===== config.mk =====
export PLATFORM = sky130hd
export DESIGN_NAME = seg7_scan_decoder
export DESIGN_NICKNAME = d
export VERILOG_FILES = /design/src/rtl/seg7_scan_decoder.sv
export SDC_FILE = /design/constraint.sdc
export NUM_CORES = 1
export LEC_CHECK = 0
export CORE_MARGIN = 2
export CORE_UTILIZATION = 50
export DETAILED_ROUTE_END_ITERATION = 16
export PLACE_DENSITY = 0.74
export SLEW_MARGIN = 20
export SYNTH_ARGS = -nofsm -noshare
export SYNTH_HDL_FRONTEND = slang
export SYNTH_SLANG_ARGS = --single-unit

===== constraint.sdc =====
create_clock -name clk -period 4.3 [get_ports clk]
set_clock_uncertainty 0.2 [all_clocks]
set_input_delay 0.86 -clock clk [delete_from_list [all_inputs] [get_ports clk]]
set_output_delay 0.86 -clock clk [all_outputs]
set_load 0.02 [all_outputs]

===== src/rtl/seg7_scan_decoder.sv =====
// Snoops a multiplexed common-anode 7-segment bus and recovers the hex nibble on each digit.
// Each digit is accepted once per stable run and collected into a frame with a completion strobe.
module seg7_scan_decoder #(
   parameter int NUM_DIGITS    = 4,
   parameter int STABLE_CYCLES = 8
) (
   input  logic                    clk,
   input  logic                    rst_n,
   input  logic [6:0]              seg_n,
   input  logic [NUM_DIGITS-1:0]   dig_n,
   output logic [4*NUM_DIGITS-1:0] value,
   output logic [NUM_DIGITS-1:0]   digit_err,
   output logic                    frame_valid,
   output logic                    frame_stb
);

   localparam logic [7:0]            STABLE_MAX = 8'(STABLE_CYCLES);
   localparam logic [NUM_DIGITS-1:0] ALL_SEEN   = '1;

   logic [6:0]            seg_q;
   logic [NUM_DIGITS-1:0] dig_q;
   logic [6:0]            seg_prev;
   logic [NUM_DIGITS-1:0] dig_prev;
   logic [7:0]            stable_cnt;
   logic [7:0]            stable_cnt_next;
   logic [NUM_DIGITS-1:0] sel;
   logic [NUM_DIGITS-1:0] seen;
   logic [NUM_DIGITS-1:0] seen_next;
   logic                  qualified;
   logic                  same_as_prev;
   logic                  accept;
   logic                  glyph_ok;
   logic [3:0]            glyph_nib;

   always_ff @(posedge clk) begin
      if (!rst_n) begin
         seg_q    <= '0;
         dig_q    <= '0;
         seg_prev <= '0;
         dig_prev <= '0;
      end else begin
         seg_q    <= seg_n;
         dig_q    <= dig_n;
         seg_prev <= seg_q;
         dig_prev <= dig_q;
      end
   end

   // A count of zero marks "no qualified sample last cycle", so a match against stale prev data restarts at 1.
   always_comb begin
      sel             = ~dig_q;
      qualified       = $onehot(sel);
      same_as_prev    = (seg_q == seg_prev) && (dig_q == dig_prev);
      stable_cnt_next = '0;
      if (qualified) begin
         if (same_as_prev && (stable_cnt != '0)) begin
            if (stable_cnt == STABLE_MAX) begin
               stable_cnt_next = STABLE_MAX;
            end else begin
               stable_cnt_next = stable_cnt + 8'd1;
            end
         end else begin
            stable_cnt_next = 8'd1;
         end
      end
      accept = qualified && (stable_cnt_next == STABLE_MAX) && (stable_cnt != STABLE_MAX);
   end

   always_ff @(posedge clk) begin
      if (!rst_n) begin
         stable_cnt <= '0;
      end else begin
         stable_cnt <= stable_cnt_next;
      end
   end

   always_comb begin
      glyph_ok  = 1'b1;
      glyph_nib = 4'h0;
      case (seg_q)
         7'b0000001: glyph_nib = 4'h0;
         7'b1001111: glyph_nib = 4'h1;
         7'b0010010: glyph_nib = 4'h2;
         7'b0000110: glyph_nib = 4'h3;
         7'b1001100: glyph_nib = 4'h4;
         7'b0100100: glyph_nib = 4'h5;
         7'b0100000: glyph_nib = 4'h6;
         7'b0001111: glyph_nib = 4'h7;
         7'b0000000: glyph_nib = 4'h8;
         7'b0001100: glyph_nib = 4'h9;
         7'b0001000: glyph_nib = 4'hA;
         7'b1100000: glyph_nib = 4'hB;
         7'b0110001: glyph_nib = 4'hC;
         7'b1000010: glyph_nib = 4'hD;
         7'b0110000: glyph_nib = 4'hE;
         7'b0111000: glyph_nib = 4'hF;
         default:    glyph_ok  = 1'b0;
      endcase
   end

   always_ff @(posedge clk) begin
      if (!rst_n) begin
         value     <= '0;
         digit_err <= '0;
      end else begin
         for (int i = 0; i < NUM_DIGITS; i++) begin
            if (accept && sel[i]) begin
               if (glyph_ok) begin
                  value[4*i +: 4] <= glyph_nib;
                  digit_err[i]    <= 1'b0;
               end else begin
                  digit_err[i]    <= 1'b1;
               end
            end
         end
      end
   end

   // An accept landing on the clearing cycle keeps its bit so it counts toward the next frame.
   always_comb begin
      seen_next = (seen == ALL_SEEN) ? '0 : seen;
      if (accept) begin
         seen_next = seen_next | sel;
      end
   end

   always_ff @(posedge clk) begin
      if (!rst_n) begin
         seen        <= '0;
         frame_stb   <= 1'b0;
         frame_valid <= 1'b0;
      end else begin
         seen      <= seen_next;
         frame_stb <= (seen == ALL_SEEN);
         if (seen == ALL_SEEN) begin
            frame_valid <= 1'b1;
         end
      end
   end

endmodule


==> insert_results.sql, run 1 <==
INSERT INTO impl_metrics (metric_group, metric, value, unit) VALUES
('cells_and_area', 'drive_above_1_share', '5.73', '%'),
('synth', 'postSynth.asyncResetShare', '0', '%'),
('timing', 'final_min_period_over_clock_period', '80.6', '%'),
('routing', 'via_count', '2032', ''),
('timing', 'rsz0062_at_grt', 'false', ''),
('timing', 'period_minus_slack', '3.47', 'ns'),
('power_and_ir_drop', 'leakagePower', '1.24', 'nW'),
('routing', 'via_per_inst', '5.29', ''),
('worst_setup_path', 'arrival', '3.51', 'ns'),
('cells_and_area', 'mostFrequentLayoutCells', '56 x dfxtp_1, 34 x clkdlybuf4s50_1, 30 x nor2_1', ''),
('placement', 'detailed_place_hpwl', '3560', 'um'),
('floorplan', 'row_count', '26', ''),
('min_path', 'hp-start', 'value[10]$_SDFFE_PN0P_', ''),
('clock_tree', 'cts-htree-levels', '2', ''),
('synth', 'netlist_top_cells_area', 'dfxtp_1 43%, mux2i_1 5.4%, xor2_1 5.0%', ''),
('clock_tree', 'post_cts.resized_instances', '0', ''),
('routing', 'drc', '0', ''),
('synth', 'postSynthRegisterBits', '56', ''),
('cells_and_area', 'layout_commonest_cell', 'dfxtp_1', ''),
('run', 'cap_viol_max_count', '0', ''),
('synth', 'synth_xor_xnor_area_share', '6.03', '%'),
('clock_tree', 'cts.repair_timing.setup_buffer_count', '0', ''),
('synth', 'mappedNetlistNets', '310', ''),
('timing', 'hold_viol_final', '0', ''),
('clock_tree', 'cts-buffers-inserted', '5', ''),
('floorplan', 'floorplan.die.width', '76.3', 'um'),
('power_and_ir_drop', 'pwr_density_cell', '318', 'mW/mm2'),
('routing', 'wirelength', '5080', 'um'),
('placement', 'routabilityCongestion', '0.781', ''),
('power_and_ir_drop', 'power.ir.vdd_worst', '188', 'uV'),
('worst_setup_path', 'timing.rr.end', 'value[14]$_SDFFE_PN0P_', ''),
('clock_tree', 'clock_tree.root_cell', 'clkbuf_8', ''),
('global_routing', 'grt_overflow_total', '0', ''),
('run_status', 'run_status', 'complete, no violations', ''),
('floorplan', 'die_extent_in_y', '76.3', 'um'),
('timing', 'fmax', '288', 'MHz'),
('placement', 'dp_slack', '0.839', 'ns'),
('global_routing', 'grt.total_usage', '19.1', '%'),
('synth', 'synth_compound_area_share', '10.5', '%'),
('global_routing', 'first_global_vias', '1882', ''),
('min_path', 'min_path_type', 'reg2reg', ''),
('cells_and_area', 'finalNetCount', '331', ''),
('clock_tree', 'post_cts_hold_buffer_count', '0', ''),
('worst_setup_path', 'type_of_destination_of_the_critical_path', 'register', ''),
('routing', 'detail_route.wl_per_cell', '13.2', 'um'),
('cells_and_area', 'num_antenna_cells', '0', ''),
('worst_setup_path', 'worstReg2RegStart', 'dig_q[0]$_SDFF_PN0_', ''),
('synth', 'synth_sequential_area_ratio', '42.9', '%'),
('min_path', 'timing.hold.worst_endpoint', 'value[10]$_SDFFE_PN0P_', ''),
('routing', 'dr.pass1.iters', '4', ''),
('worst_setup_path', 'critical_path_peak_fanout', '5', ''),
('floorplan', 'floorplan.die_area', '0.00582', 'mm2'),
('timing', 'worst_slew_margin_rel', '46.1', '%'),
('synth', 'post_synth_inst_count', '292', ''),
('clock_tree', 'cts.path.max_buffers', '2', ''),
('timing', 'crit_path_setup_slack_layout', '0.833', 'ns'),
('timing', 'final-max-slew-violation-count', '0', ''),
('min_path', 'worst_hold_path.num_cells', '2', ''),
('floorplan', 'floorplan.initialDensity', '51.5', '%'),
('routing', 'first_drt_iteration_drcs', '99', ''),
('worst_setup_path', 'cp-start-kind', 'register', ''),
('clock_tree', 'clkSinkCount', '56', ''),
('routing', 'antenna_violating_nets_post_route', '0', ''),
('synth', 'synth-edff-count', '0', ''),
('floorplan', 'floorplan.io_pins', '35', ''),
('timing', 'tns', '0', 'ns'),
('worst_setup_path', 'setup_crit_path_kind', 'reg2reg', ''),
('synth', 'syn-mean-instance-area', '8.95', 'um2'),
('synth', 'syn-cell-area', '0.00261', 'mm2'),
('synth', 'yosysWarnings', '0', ''),
('global_routing', 'grt_antenna_before_repair', '0', '');
==> layer usage <==
metal	track usage [%]	up-vias	part of all wire [%]
li1	-	1037	-
met3	3.91	6	3.7
met1	27.1	954	49
met5	0	-	0
met4	5.45	0	1.2
met2	29.5	35	46
==> power by group <==
group	switching [mW]	leakage [nW]	total (mW)	internal [mW]
logic	0.0412	0.730	0.0802	0.0389
registers	0.0197	0.456	0.548	0.529
clock network	0.172	0.0548	0.347	0.176
total	0.232	1.24	0.976	0.743
==> critical path: stages, from the launching register on <==
cell	delay [ns]
dfxtp_1	0.36
fa_1	0.54
inv_1	0.04
ha_1	0.17
ha_1	0.26
nor3b_1	0.30
nand4_1	0.14
a211oi_1	0.36
or4b_1	0.63
nor2_4	0.20
mux2i_1	0.19
==> cell type report <==
class                      instances  area, um2
clock inverter                     3       46.3
clock buffer                       5       68.8
sequential                        56       1120
fill                             459       2000
multi-input combinational        204       1360
timing repair buffer              35        348
inverter                          11       41.3
tap                               70       87.6
==> state kept, by name, indices dropped and copies added, names as in the netlist <==
register,count
dig_prev,4
dig_q,4
digit_err,4
frame_stb,1
frame_valid,1
seen,4
seg_prev,7
seg_q,7
stable_cnt,8
value,16
==> worst max-delay path by stage <==
stage / from / endpoint / slack, ns
finish: dig_q[0]$_SDFF_PN0_ / value[14]$_SDFFE_PN0P_ / 0.83
global route: dig_q[0]$_SDFF_PN0_ / value[9]$_SDFFE_PN0P_ / 0.58
CTS: dig_q[0]$_SDFF_PN0_ / value[10]$_SDFFE_PN0P_ / 0.81
detailed placement: dig_q[0]$_SDFF_PN0_ / value[10]$_SDFFE_PN0P_ / 0.84
global placement: dig_q[0]$_SDFF_PN0_ / value[14]$_SDFFE_PN0P_ / 0.95
floorplan: dig_q[0]$_SDFF_PN0_ / value[3]$_SDFFE_PN0P_ / 1.16
==> Yosys cell counts (2+ instances only) <==
cell type,n
or4b_1,4
xor2_1,15
mux2i_1,14
and4_1,2
and2_1,19
nand3_1,7
inv_1,10
o21ai_0,8
nor2b_1,2
nand2b_1,5
clkbuf_1,18
xnor2_1,3
nand2_1,27
ha_1,4
nor3b_1,2
and4b_1,2
nor2_4,4
nand4_1,3
dfxtp_1,56
nor3_1,4
and3_1,2
nor4_1,3
o2111ai_1,2
a21o_1,3
o22ai_1,4
nor2_1,30
o211a_1,4
or2_2,2
a21oi_1,10
==> through the flow <==
step                      std cells  area [um2]  total power, mW
after global placement          376        2960            0.640
after CTS                       384        3070            0.988
after detailed placement        376        2960            0.641
final                           384        3070            0.976
after global routing            384        3070             1.02
after floorplan                 292        2610            0.616
==> logic make-up (layout without fill, tap and decap cells) <==
logic type / count (synthesis) / count (layout)
AOI/OAI and AO/OA: 40 / 40
adders and majority gates: 5 / 5
buffers and inverters: 32 / 54
DFF: 56 / 56
and+or+nand+nor: 127 / 127
xor gates and xnor gates: 18 / 18
muxes: 14 / 14
(Power assumes the default switching activity.)
==> run 2: changes to the inputs <==
clock period = 3.2 ns   (was 4.3 ns; I/O delays follow)
==> run 2 against run 1 <==
Net effect: power rose by 30%; critical path type unchanged; sequential cell count did not move; sequential share of layout area fell by 1.2 points; final cell count rose by 2.1%; final area rose by 3.4%; die area did not move; routed wire length rose by 8.3%; non-clock buffer count rose by 8; register-to-register slack got worse by 0.74 ns; via count rose by 2.2%; sequential power rose by 34%; worst setup slack got worse by 0.74 ns.
==> insert_results.sql, run 2 (synthesis results as in run 1) <==
INSERT INTO impl_metrics (metric_group, metric, value, unit) VALUES
('run_status', 'run_status', 'complete, no violations', ''),
('routing', 'met3WireLength', '195', 'um'),
('worst_setup_path', 'critical_path.slowest_cell', 'or4b_4', ''),
('clock_tree', 'cts-buffers-inserted', '5', ''),
('cells_and_area', 'largest_register_ffs', '16', ''),
('power_and_ir_drop', 'finalPower', '1.27', 'mW'),
('worst_setup_path', 'timing.critical_path.buf_inv', '1', ''),
('floorplan', 'floorplan.io_pins', '35', ''),
('cells_and_area', 'layout_commonest_cell', 'dfxtp_1', ''),
('global_routing', 'grt_overflow_total', '0', ''),
('placement', 'portBuffers', '34', ''),
('cells_and_area', 'multiInputGateArea', '0.00143', 'mm2'),
('worst_setup_path', 'arrival', '3.16', 'ns'),
('cells_and_area', 'top_register', 'value', ''),
('clock_tree', 'clock_tree.root_cell', 'clkbuf_8', ''),
('cells_and_area', 'fillerInstances', '456', ''),
('clock_tree', 'post_cts_hold_buffer_count', '0', ''),
('cells_and_area', 'finalCoreUtilization', '62.6', '%'),
('routing', 'antenna_violating_nets_post_route', '0', ''),
('timing', 'hold_viol_final', '0', ''),
('worst_setup_path', 'critical_path_peak_fanout', '5', ''),
('cells_and_area', 'mostFrequentLayoutCells', '55 x dfxtp_1, 34 x clkdlybuf4s50_1, 30 x nor2_1', ''),
('timing', 'fin_hold_ws', '0.255', 'ns'),
('routing', 'detailroute.wirelength.met2', '2550', 'um'),
('clock_tree', 'clkSinkCount', '56', ''),
('timing', 'fmax', '321', 'MHz'),
('placement', 'dp_slack', '-0.208', 'ns'),
('clock_tree', 'tritoncts', 'done', ''),
('worst_setup_path', 'type_of_destination_of_the_critical_path', 'register', ''),
('power_and_ir_drop', 'pwr_density_cell', '399', 'mW/mm2'),
('placement', 'placed_cell_area', '0.00301', 'mm2'),
('clock_tree', 'worstSkewPairLatency', '0.31', 'ns'),
('routing', 'wirelength_met1', '2660', 'um'),
('routing', 'wirelength', '5500', 'um'),
('cells_and_area', 'finalNetCount', '339', ''),
('cells_and_area', 'syn2layout_area_growth', '21.6', '%'),
('timing', 'crit_path_setup_slack_layout', '0.0883', 'ns'),
('global_routing', 'grt_antenna_before_repair', '0', ''),
('timing', 'final_min_period_over_clock_period', '97.2', '%'),
('floorplan', 'floorplan.die_area', '0.00582', 'mm2'),
('floorplan', 'floorplan.die.width', '76.3', 'um'),
('routing', 'via_count', '2076', ''),
('clock_tree', 'clkTransAtPathRegs', '0.10', 'ns'),
('worst_setup_path', 'timing.critical_path.max_delay_family', 'simple AND/OR/NAND/NOR gates', ''),
('worst_setup_path', 'worst-endpoint-required', '3.25', 'ns'),
('cells_and_area', 'drive_above_1_share', '11.8', '%'),
('worst_setup_path', 'setup_crit_path_kind', 'reg2reg', ''),
('global_routing', 'grt_pass1_wl', '9470', 'um'),
('floorplan', 'coreArea', '0.00507', 'mm2'),
('timing', 'worst_slew_margin_rel', '61.0', '%'),
('timing', 'rsz0062_at_grt', 'true', ''),
('timing', 'finalSetupViolCount', '0', ''),
('cells_and_area', 'seqCellArea', '0.00112', 'mm2'),
('routing', 'drc', '0', ''),
('clock_tree', 'cts.path.max_buffers', '2', ''),
('cells_and_area', 'biggest_regs', 'value: 16 flops, stable_cnt: 8 flops', ''),
('global_routing', 'grt.total_usage', '19.8', '%'),
('min_path', 'min_path_type', 'reg2reg', ''),
('global_routing', 'first_global_vias', '1954', ''),
('clock_tree', 'cts-htree-levels', '2', ''),
('global_routing', 'pin_count_of_the_biggest_net_entering_global_routing', '22', ''),
('power_and_ir_drop', 'power.ir.vdd_worst', '256', 'uV'),
('floorplan', 'row_count', '26', ''),
('routing', 'via_per_inst', '5.30', ''),
('power_and_ir_drop', 'leakagePower', '1.31', 'nW'),
('worst_setup_path', 'critical-path-max-stage-delay', '0.56', 'ns'),
('placement', 'routabilityCongestion', '0.809', ''),
('worst_setup_path', 'cp-start-kind', 'register', ''),
('worst_setup_path', 'timing.critical_path.cells', 'fa_1, inv_1, ha_2, ha_4, nor3b_4, nand4_1, a211oi_2, or4b_4, nor2_4, mux2i_1', ''),
('routing', 'detail_route.wl_per_cell', '14.0', 'um'),
('timing', 'period_minus_slack', '3.11', 'ns'),
('routing', 'routed.top_layer', 'met4', ''),
('cells_and_area', 'num_antenna_cells', '0', ''),
('floorplan', 'die_extent_in_y', '76.3', 'um'),
('run', 'cap_viol_max_count', '0', ''),
('timing', 'final-max-slew-violation-count', '0', ''),
('cells_and_area', 'stdcell_area', '0.00318', 'mm2'),
('floorplan', 'floorplan.initialDensity', '51.5', '%'),
('routing', 'first_drt_iteration_drcs', '92', ''),
('placement', 'detailed_place_hpwl', '3780', 'um'),
('timing', 'max_slew.worst_pin.slew', '0.579', 'ns'),
('routing', 'dr.pass1.iters', '4', '');
## run 2: metrics by stage
step | cells | setup TNS [ns]
6_report | 392 | 0
3_3_place_gp | 383 | -1.55
2_1_floorplan | 292 | 0
5_1_grt | 392 | -0.366
3_5_place_dp | 383 | -2.99
4_1_cts | 391 | 0
## run 2: report_power, final
| part | switching (mW) | leakage (nW) | internal [mW] |
|---|---|---|---|
| Sequential | 0.0234 | 0.456 | 0.711 |
| Combinational | 0.0692 | 0.802 | 0.0705 |
| Clock | 0.238 | 0.0485 | 0.157 |
## run 2: layout make-up
| type | count | share of cell area (%) |
|---|---|---|
| clock inverter | 3 | 0.709 |
| inverter | 11 | 1.30 |
| multi-input combinational | 204 | 44.9 |
| clock buffer | 5 | 2.17 |
| tap | 70 | 2.76 |
| timing repair buffer | 43 | 12.8 |
| sequential | 56 | 35.3 |
## run 2: worst paths after layout
check	startpoint	endpoint	slack, ns	cells past startpoint
max reg2reg	dig_q[0]$_SDFF_PN0_	value[5]$_SDFFE_PN0P_	0.09	10
min	frame_valid$_SDFFE_PN0P_	frame_valid$_SDFFE_PN0P_	0.25	2
min reg2reg	frame_valid$_SDFFE_PN0P_	frame_valid$_SDFFE_PN0P_	0.25	2
max	dig_q[0]$_SDFF_PN0_	value[5]$_SDFFE_PN0P_	0.09	10
## run 2: tightest hold or removal path, delay by kind of cell (launching register included)
| family | cells | cell delay (ns) |
|---|---|---|
| buffers and inverters | 1 | 0.05 |
| AO/OA/AOI/OAI | 1 | 0.05 |
| flip-flops | 1 | 0.32 |
## run 2: metal layers
layer  GRT usage, %  vias up
met3           4.03       11
met1           27.1      970
met4           6.36        0
met2           31.6       47
met5              0        -
li1               -     1048
## run 2: timing repair
action | in CTS | in global routing
pin swaps | 0 | 6
setup endpoints to repair | 21 | 20
resized for setup | 6 | 7
setup buffers | 0 | 1
==> run 3: changes to the inputs <==
clock period = 4 ns   (was 3.2 ns; I/O delays follow)
==> run 3 against run 2 <==
Net effect: sequential share of layout area is 1.4 points higher; final area fell by 3.8%; hold slack improved by 0.0076 ns; final cell count fell by 1.8%; routed wire length shrank 5.9%; register-to-register slack improved by 0.42 ns; clock power fell by 20%; die area stayed put; sequential cell count did not move; first-iteration DRC count is 22% higher; global-route usage down 0.40 points; critical endpoint is now value[13]$_SDFFE_PN0P_; largest power group unchanged.
==> insert_results.sql, run 3 (synthesis results as in run 1) <==
INSERT INTO impl_metrics (metric_group, metric, value, unit) VALUES
('timing', 'period_minus_slack', '3.49', 'ns'),
('worst_setup_path', 'r2r_setup_slack', '0.51', 'ns'),
('worst_setup_path', 'cp-start-kind', 'register', ''),
('timing', 'crit_path_setup_slack_layout', '0.509', 'ns'),
('worst_setup_path', 'setup.worst_path.start', 'dig_q[0]$_SDFF_PN0_', ''),
('power_and_ir_drop', 'finalPower', '993', 'uW'),
('timing', 'worst_slew_margin_rel', '44.8', '%'),
('clock_tree', 'cts.path.max_buffers', '2', ''),
('clock_tree', 'post_cts.resized_instances', '0', ''),
('global_routing', 'pin_count_of_the_biggest_net_entering_global_routing', '29', ''),
('timing', 'finalSetupViolCount', '0', ''),
('floorplan', 'floorplan.initialDensity', '51.5', '%'),
('worst_setup_path', 'critical_path_peak_fanout', '5', ''),
('timing', 'rsz0062_at_grt', 'false', ''),
('worst_setup_path', 'critPathCapture', 'value[13]$_SDFFE_PN0P_', ''),
('floorplan', 'floorplan.die.width', '76.3', 'um'),
('clock_tree', 'post_cts_hold_buffer_count', '0', ''),
('power_and_ir_drop', 'power.ir.vdd_worst', '215', 'uV'),
('routing', 'routed.top_layer', 'met4', ''),
('clock_tree', 'cts.repair_timing.setup_buffer_count', '0', ''),
('placement', 'numPlacedInstances', '377', ''),
('min_path', 'min_path_type', 'reg2reg', ''),
('run_status', 'run_status', 'complete, no violations', ''),
('routing', 'wirelength_met1', '2510', 'um'),
('routing', 'wirelength', '5180', 'um'),
('clock_tree', 'cts-buffers-inserted', '5', ''),
('global_routing', 'grt_pass1_wl', '9140', 'um'),
('global_routing', 'grt.total_usage', '19.4', '%'),
('cells_and_area', 'instances_no_fill', '385', ''),
('floorplan', 'coreArea', '0.00507', 'mm2'),
('timing', 'final-max-slew-violation-count', '0', ''),
('run', 'cap_viol_max_count', '0', ''),
('clock_tree', 'clkTransAtPathRegs', '0.11', 'ns'),
('worst_setup_path', 'r2r_cells', '10', ''),
('timing', 'hold_viol_final', '0', ''),
('timing', 'fmax', '286', 'MHz'),
('min_path', 'worst_hold_path.num_cells', '2', ''),
('global_routing', 'grt_overflow_total', '0', ''),
('routing', 'drc', '0', ''),
('cells_and_area', 'biggest_regs', 'value: 16 flops, stable_cnt: 8 flops', ''),
('routing', 'dr.pass1.iters', '4', ''),
('global_routing', 'grt_antenna_before_repair', '0', ''),
('worst_setup_path', 'setup_crit_path_kind', 'reg2reg', ''),
('timing', 'max_slew.worst_pin.slew', '0.825', 'ns'),
('global_routing', 'first_global_vias', '1859', ''),
('placement', 'portBuffers', '34', ''),
('clock_tree', 'clock_tree.root_cell', 'clkbuf_8', ''),
('cells_and_area', 'layout_commonest_cell', 'dfxtp_1', ''),
('timing', 'tns', '0', 'ns'),
('cells_and_area', 'mostFrequentLayoutCells', '56 x dfxtp_1, 34 x clkdlybuf4s50_1, 30 x nor2_1', ''),
('placement', 'dp_slack', '0.560', 'ns'),
('cells_and_area', 'drive_above_1_share', '6.03', '%'),
('routing', 'detail_route.wl_per_cell', '13.4', 'um'),
('floorplan', 'floorplan.die_area', '0.00582', 'mm2'),
('timing', 'final_min_period_over_clock_period', '87.3', '%'),
('worst_setup_path', 'type_of_destination_of_the_critical_path', 'register', ''),
('routing', 'detailroute.wirelength.met2', '2350', 'um'),
('timing', 'fin_hold_ws', '0.262', 'ns'),
('worst_setup_path', 'worst-endpoint-required', '4.05', 'ns'),
('cells_and_area', 'top_register', 'value', ''),
('routing', 'met3WireLength', '247', 'um'),
('cells_and_area', 'finalNetCount', '332', ''),
('clock_tree', 'tritoncts', 'done', ''),
('routing', 'antenna_violating_nets_post_route', '0', ''),
('power_and_ir_drop', 'leakagePower', '1.24', 'nW'),
('worst_setup_path', 'worstReg2RegStart', 'dig_q[0]$_SDFF_PN0_', ''),
('clock_tree', 'worstSkewPairLatency', '0.31', 'ns'),
('cells_and_area', 'num_antenna_cells', '0', ''),
('floorplan', 'row_count', '26', ''),
('clock_tree', 'clkSinkCount', '56', ''),
('power_and_ir_drop', 'pwr_density_cell', '325', 'mW/mm2'),
('worst_setup_path', 'timing.rr.end', 'value[13]$_SDFFE_PN0P_', ''),
('worst_setup_path', 'arrival', '3.54', 'ns'),
('floorplan', 'die_extent_in_y', '76.3', 'um'),
('routing', 'via_count', '2006', ''),
('routing', 'first_drt_iteration_drcs', '112', ''),
('routing', 'via_per_inst', '5.21', ''),
('cells_and_area', 'fillerInstances', '475', ''),
('placement', 'detailed_place_hpwl', '3650', 'um'),
('cells_and_area', 'largest_register_ffs', '16', ''),
('placement', 'routabilityCongestion', '0.797', ''),
('clock_tree', 'cts-htree-levels', '2', ''),
('cells_and_area', 'syn2layout_area_growth', '16.9', '%'),
('floorplan', 'floorplan.io_pins', '35', '');
[run 3: cell types whose count changed in the layout (fill, tap and decap cells not counted), sizes merged]
cell	previous run	this run
buf	9	2
[run 3: worst min path at each step]
stage	from	to	slack [ns]
5_1_grt	frame_valid$_SDFFE_PN0P_	frame_valid$_SDFFE_PN0P_	0.29
3_3_place_gp	frame_valid$_SDFFE_PN0P_	frame_valid$_SDFFE_PN0P_	0.24
6_report	value[1]$_SDFFE_PN0P_	value[1]$_SDFFE_PN0P_	0.26
3_5_place_dp	seen[2]$_SDFF_PN0_	seen[2]$_SDFF_PN0_	0.25
2_1_floorplan	seen[2]$_SDFF_PN0_	seen[2]$_SDFF_PN0_	0.24
4_1_cts	value[1]$_SDFFE_PN0P_	value[1]$_SDFFE_PN0P_	0.27
[run 3: metal layers]
layer  track usage, %  up-vias
met5                0        -
met4             7.27        0
met3             4.38        7
met2             29.7       41
met1             26.9      921
li1                 -     1037
[run 3: critical path: stages (launching register included)]
cell and delay (ns):
dfxtp_1 0.36, fa_1 0.54, inv_1 0.04, ha_1 0.17
ha_1 0.27, nor3b_1 0.27, nand4_1 0.13, a211oi_1 0.42
or4b_1 0.63, nor2_4 0.20, mux2i_1 0.20
[run 3: where the power goes]
part / leakage [nW] / internal (mW) / switching [mW] / total, mW
registers: 0.456 / 0.568 / 0.0206 / 0.589
clock network: 0.0485 / 0.126 / 0.190 / 0.316
logic: 0.735 / 0.0427 / 0.0451 / 0.0878
[run 3: area by class of cell]
class	instances	area, um2	area share (%)
multi-input cells	204	1360	44.5
flip-flops and latches	56	1120	36.7
repair buffers	36	355	11.6
well taps	70	87.6	2.87
clock buffers	5	68.8	2.25
inverters	11	41.3	1.35
clock inverters	3	22.5	0.737
[run 3: stage by stage]
stage / utilization (%) / instance area [um2]
2_1_floorplan: - / 2610
3_3_place_gp: 58.4 / 2970
3_5_place_dp: 58.4 / 2970
4_1_cts: 60.2 / 3060
5_1_grt: 60.2 / 3060
6_report: 60.2 / 3060
